--- config.mk ---
export PLATFORM = sky130hd
export DESIGN_NAME = vec_loader
export DESIGN_NICKNAME = d
export VERILOG_FILES = /design/src/rtl/vec_loader.sv
export SDC_FILE = /design/constraint.sdc
export NUM_CORES = 1
export LEC_CHECK = 0
export ABC_AREA = 1
export CORE_UTILIZATION = 48
export DETAILED_ROUTE_END_ITERATION = 6
export PLACE_DENSITY = 0.75
export RECOVER_POWER = 25
export SLEW_MARGIN = 10
export SYNTH_ARGS = -nofsm -noshare
export SYNTH_HDL_FRONTEND = slang
export SYNTH_SLANG_ARGS = --single-unit
--- constraint.sdc ---
create_clock -name i_clk -period 30.6 [get_ports i_clk]
set_input_delay 9.18 -clock i_clk [delete_from_list [all_inputs] [get_ports i_clk]]
set_output_delay 9.18 -clock i_clk [all_outputs]
set_load 0.005 [all_outputs]
--- src/rtl/vec_loader.sv ---
`default_nettype none
// ============================================================================
// Module      : vec_loader
// Description : Packs a narrow valid/ready word stream into full vectors and
//               issues one buffer write per completed vector. A job writes
//               i_num_vec consecutive entries from i_base_addr (wrapping) and
//               ends with a one-cycle done pulse.
// Revision    : 1.0 - initial release
// ============================================================================
module vec_loader #(
    parameter int VEC_WIDTH  = 384,
    parameter int IN_WIDTH   = 32,
    parameter int ARR_DEPTH  = 16,
    parameter int ADDR_WIDTH = 4
) (
    input  logic                  i_clk,
    input  logic                  i_rst,
    input  logic                  i_start,
    input  logic [ADDR_WIDTH-1:0] i_base_addr,
    input  logic [ADDR_WIDTH:0]   i_num_vec,
    input  logic                  i_valid,
    input  logic [IN_WIDTH-1:0]   i_data,
    output logic                  o_ready,
    output logic                  o_we,
    output logic [ADDR_WIDTH-1:0] o_addr_wr,
    output logic [VEC_WIDTH-1:0]  o_data_wr,
    output logic                  o_busy,
    output logic                  o_done
);

    localparam int WPV    = VEC_WIDTH / IN_WIDTH;
    localparam int WCNT_W = (WPV > 1) ? $clog2(WPV) : 1;

    localparam logic [WCNT_W-1:0]   c_LAST_WORD = WCNT_W'(WPV - 1);
    localparam logic [ADDR_WIDTH:0] c_VEC_ONE   = (ADDR_WIDTH + 1)'(1);
    localparam logic [ADDR_WIDTH:0] c_DEPTH     = (ADDR_WIDTH + 1)'(ARR_DEPTH);

    localparam logic [0:0] S_IDLE = 1'b0;
    localparam logic [0:0] S_LOAD = 1'b1;

    logic [0:0]            r_state;
    logic [0:0]            w_state_nxt;

    logic [ADDR_WIDTH-1:0] r_base;
    logic [ADDR_WIDTH:0]   r_count;
    logic [WCNT_W-1:0]     r_word_cnt;
    logic [ADDR_WIDTH:0]   r_vec_idx;

    // Holds only the newest WPV-1 words: the oldest word of a full-width
    // shifter would be shifted out before it is ever read, so it is not kept.
    // The completed vector is this register with the final word on top.
    logic [VEC_WIDTH-IN_WIDTH-1:0] r_sh;
    logic [VEC_WIDTH-1:0]          w_vec_full;

    logic                  w_accept;
    logic                  w_vec_done;
    logic                  w_last;
    logic                  w_zero_start;
    logic [ADDR_WIDTH:0]   w_addr_sum;
    logic [ADDR_WIDTH-1:0] w_addr;

    assign w_accept     = i_valid && (r_state == S_LOAD);
    assign w_vec_done   = w_accept && (r_word_cnt == c_LAST_WORD);
    assign w_last       = w_vec_done && (r_vec_idx == (r_count - c_VEC_ONE));
    assign w_zero_start = (r_state == S_IDLE) && i_start && (i_num_vec == '0);
    assign w_vec_full   = {i_data, r_sh};

    // Write address: base plus vector index, wrapped to the buffer depth.
    assign w_addr_sum = {1'b0, r_base} + {1'b0, r_vec_idx[ADDR_WIDTH-1:0]};
    assign w_addr     = ADDR_WIDTH'(w_addr_sum % c_DEPTH);

    // State register.
    always_ff @(posedge i_clk or posedge i_rst) begin
        if (i_rst) begin
            r_state <= S_IDLE;
        end else begin
            r_state <= w_state_nxt;
        end
    end

    // Next-state logic: enter LOAD on a non-empty start, leave after last vector.
    always_comb begin
        w_state_nxt = r_state;
        case (r_state)
            S_IDLE: begin
                if (i_start && (i_num_vec != '0)) begin
                    w_state_nxt = S_LOAD;
                end
            end
            S_LOAD: begin
                if (w_last) begin
                    w_state_nxt = S_IDLE;
                end
            end
            default: w_state_nxt = S_IDLE;
        endcase
    end

    // State-decoded outputs: ready and busy depend on state only.
    always_comb begin
        o_ready = 1'b0;
        o_busy  = 1'b0;
        if (r_state == S_LOAD) begin
            o_ready = 1'b1;
            o_busy  = 1'b1;
        end
    end

    // Job parameters, word/vector counters and packing shifter.
    always_ff @(posedge i_clk or posedge i_rst) begin
        if (i_rst) begin
            r_base     <= '0;
            r_count    <= '0;
            r_word_cnt <= '0;
            r_vec_idx  <= '0;
            r_sh       <= '0;
        end else if (r_state == S_IDLE) begin
            if (i_start) begin
                r_base     <= i_base_addr;
                r_count    <= i_num_vec;
                r_word_cnt <= '0;
                r_vec_idx  <= '0;
                r_sh       <= '0;
            end
        end else if (w_accept) begin
            r_sh <= w_vec_full[VEC_WIDTH-1:IN_WIDTH];
            if (r_word_cnt == c_LAST_WORD) begin
                r_word_cnt <= '0;
                r_vec_idx  <= r_vec_idx + c_VEC_ONE;
            end else begin
                r_word_cnt <= r_word_cnt + WCNT_W'(1);
            end
        end
    end

    // Registered write port and done pulse; address/data hold between writes.
    always_ff @(posedge i_clk or posedge i_rst) begin
        if (i_rst) begin
            o_we      <= 1'b0;
            o_addr_wr <= '0;
            o_data_wr <= '0;
            o_done    <= 1'b0;
        end else begin
            o_we   <= w_vec_done;
            o_done <= w_last || w_zero_start;
            if (w_vec_done) begin
                o_addr_wr <= w_addr;
                o_data_wr <= w_vec_full;
            end
        end
    end

endmodule
`default_nettype wire
==> impl_results.md <==
* YS warnings at 0
* Proportion of netlist area held by the largest area contributor at 68.5%
* Hold-fix buffer count after cts at 0
* Post-Synthesis Cell Area at 0.0278 mm2
* Iteration-0 DRC count of the detailed router at 1,800
* Outcome: finished with violations
* GR Overflow Total at 0
* DRC violations left at 0
* Clock Skews at 0.0217 ns
* Synth Net Count at 2,631
* Total detailed-routing wirelength at 71.7 mm
* Clock slew at reported path FFs at 0.06 ns
* Fraction of layout cells with a size suffix above 1 at 4.77%
* Depth of the worst hold-timing path at 2
* Area Overhead vs Synth at 25.2%
* Sinks on Clock Net at 761
* Crit path from: i_rst
* Number of antenna violations at the first check in global routing at 0
* Standard-cell rows at 87
* Inserted Diodes at 0
* Routability congestion estimate from global placement at 0.863
* Count of distinct cell types in the synthesized netlist at 27
* PnR worst setup slack at 16.75 ns
* Highest ir drop seen on vdd at 0.0437 mV
* Synthesized area divided by synthesized cell count at 10.8 um2
* Commonest cells after routing, fill and taps aside: sky130_fd_sc_hd__dfrtp_1 (761), sky130_fd_sc_hd__nand2_1 (447), sky130_fd_sc_hd__inv_1 (405), sky130_fd_sc_hd__o22ai_1 (353), sky130_fd_sc_hd__dlygate4sd3_1 (348)
* Placed Instances at 3,621
* Fin crit share at 45.3%
* Cell at the root of the clock tree: sky130_fd_sc_hd__clkbuf_16
* Crit. End Element: async pin
* Hold Startpoint: o_data_wr[94]$_DFFE_PP0P_
* Core area at 0.0568 mm2
* Number of buffers added on ports at 436
* Layout filler cell count at 4,461
* Area of the multi-input gates at 0.00619 mm2
* Fin util at 61.2%
* Critical path required time at 31.24 ns
* Worst Path Class, Setup: input pin to async pin
* Via count of the first global-routing pass at 19,800
* Count of cells along the worst register-to-register path at 7
* Hold Fails Final Rpt at 0
* Vert. Die Dim at 243 um
* Most common cell after layout, fill and taps aside: sky130_fd_sc_hd__dfrtp_1
* Global Route Usage Sum at 24.6%
* Starting density of the core at 48.9%
* Reported leakage power at 16.9 nW
* Wire length of the first global-routing pass at 113 mm
* Number of storage elements in the synthesis netlist at 761
* Hold/Removal Path Class: flop to flop
* Hold slack at 0.477 ns
* Floorplan die width at 243 um
* Number of setup buffers added after CTS at 0
* Die Footprint at 0.0588 mm2
* Detailed placement HPWL at 46.0 mm
* Resize count post-CTS at 0
* Peak clock frequency supported by timing at 72.2 MHz
* Number of vias in the routed layout at 20,100
* Power per cell area at 86.3 mW/mm2
* Finish-stage setup viols at 0
* Post-synthesis cell type with the largest combined area: sky130_fd_sc_hd__dfrtp_1
* CTS tree: built
* Worst Path Arrival at 14.49 ns
* CP Launch Type: input pin
* Worst Max-Slew Pin Slew at 5.62 ns
* Count of maximum capacitance violations at 1
* Aggregate negative setup slack at 0 ns
* Number of top-level pins at 437
* Synthesized netlist cell count at 2,579
* Net total in the final layout at 2,996
* Final critical path time including I/O delays and setup at 13.85 ns
* Storage element area at 0.0190 mm2
* DRT Pass-1 Iters at 5
* Number of nets with antenna violations after detailed routing at 0
* Failing checks: max-capacitance violations, max-slew violations
* Wire length per cell at 19.1 um
* Largest fanout of any net on the critical path at 186
* Setup repair after global routing missed its margin: false
* Worst-case headroom to the max-slew limit at -275%
* Clock latency at the later pin of the worst-skew pair at 0.62 ns
* R2r startpoint: r_state$_DFF_PP0_
* Final number of max-transition violations at 129
* Pin count of the biggest net entering global routing at 189
* Area contributors post-synth: sky130_fd_sc_hd__dfrtp_1 (69%), sky130_fd_sc_hd__o22ai_1 (7.9%), sky130_fd_sc_hd__nand2_1 (6.1%)
* CTS max path bufs at 3
* Total number of H-tree levels at 3
* Worst slack at placement at 16.29 ns
* Post-detailed-route via-to-cell ratio at 5.34
* Number of buffers created by CTS at 77
* Share of synthesized area occupied by flip-flops and latches at 68.5%
* Non-filler instance count after layout at 3,755
-- worst max-delay path, cell delays in order --
cell and delay, ns:
sky130_fd_sc_hd__dlygate4sd3_1 0.55, sky130_fd_sc_hd__clkinvlp_2 3.08, sky130_fd_sc_hd__buf_12 0.58, sky130_fd_sc_hd__buf_4 0.75
-- path summary, 6_finish.rpt --
| kind | slack [ns] | endpoint |
|---|---|---|
| worst min-delay path | 0.48 | o_data_wr[94]$_DFFE_PP0P_ |
| max in group i_clk | 16.84 | o_data_wr[102]$_DFFE_PP0P_ |
| worst max-delay path | 16.75 | r_base[3]$_DFFE_PP0P_ |
| min in group asynchronous | 10.76 | r_sh[114]$_DFFE_PP0P_ |
| worst min register to register | 0.48 | o_data_wr[94]$_DFFE_PP0P_ |
| worst max register to register | 25.29 | o_data_wr[102]$_DFFE_PP0P_ |
-- synth_stat cells (all sizes together) --
| cell | number |
|---|---|
| o31ai | 2 |
| inv | 408 |
| o22ai | 353 |
| nand2 | 450 |
| fa | 1 |
| buf | 100 |
| a22o | 1 |
| o211ai | 1 |
| nor3 | 2 |
| a21oi | 4 |
| nor2 | 13 |
| nand4 | 2 |
| nand3 | 7 |
| xor2 | 4 |
| dfrtp | 761 |
| clkbuf | 67 |
| nand3b | 1 |
| ha | 6 |
| o21ai | 396 |
-- registers in the layout, summed over array words and instances (netlist names) --
| register | cells |
|---|---|
| r_word_cnt | 4 |
| r_state | 1 |
| o_we | 1 |
| o_data_wr | 384 |
| r_sh | 352 |
| r_count | 5 |
| r_base | 4 |
| r_vec_idx | 5 |
| o_done | 1 |
| o_addr_wr | 4 |
-- cell families (layout without fill, tap and decap cells) --
logic type      count (synthesis)  after routing  synth area share (%)
simple gates                  475            475                  6.53
xor+xnor                        4              4                 0.126
flops                         761            761                  68.5
fa+ha+maj                       7              7                 0.342
buf+inv                       575            995                  9.19
compound gates                757            757                  15.3
-- final cells by class --
type	count	share of cell area (%)
clock buffers	103	6.16
clock inverters	31	1.18
multi-input cells	1243	17.8
well taps	756	2.72
repair buffers	453	13.0
flip-flops and latches	761	54.7
inverters	408	4.43
-- where the power goes --
group	internal, W	switching, W	total, W
logic	0.000307	0.000379	0.000686
clock network	0.000562	0.000391	0.000953
registers	0.00125	0.000116	0.00136
total	0.00212	0.000886	0.00300
-- per-stage QoR --
step / cell area, um2 / total power [W]
finish: 34800 / 0.00300
global route: 34800 / 0.00316
CTS: 34800 / 0.00307
detailed placement: 32300 / 0.00210
global placement: 32300 / 0.00207
floorplan: 27800 / 0.00169
-- metal layers --
metal,share of wire (%),vias to the layer above,global-route usage (%)
li1,-,9191,-
met1,41,10000,32.7
met2,47,705,37.8
met3,8.4,153,6.57
met4,4.4,0,11.2
met5,0,-,0
(Power assumes the default switching activity.)
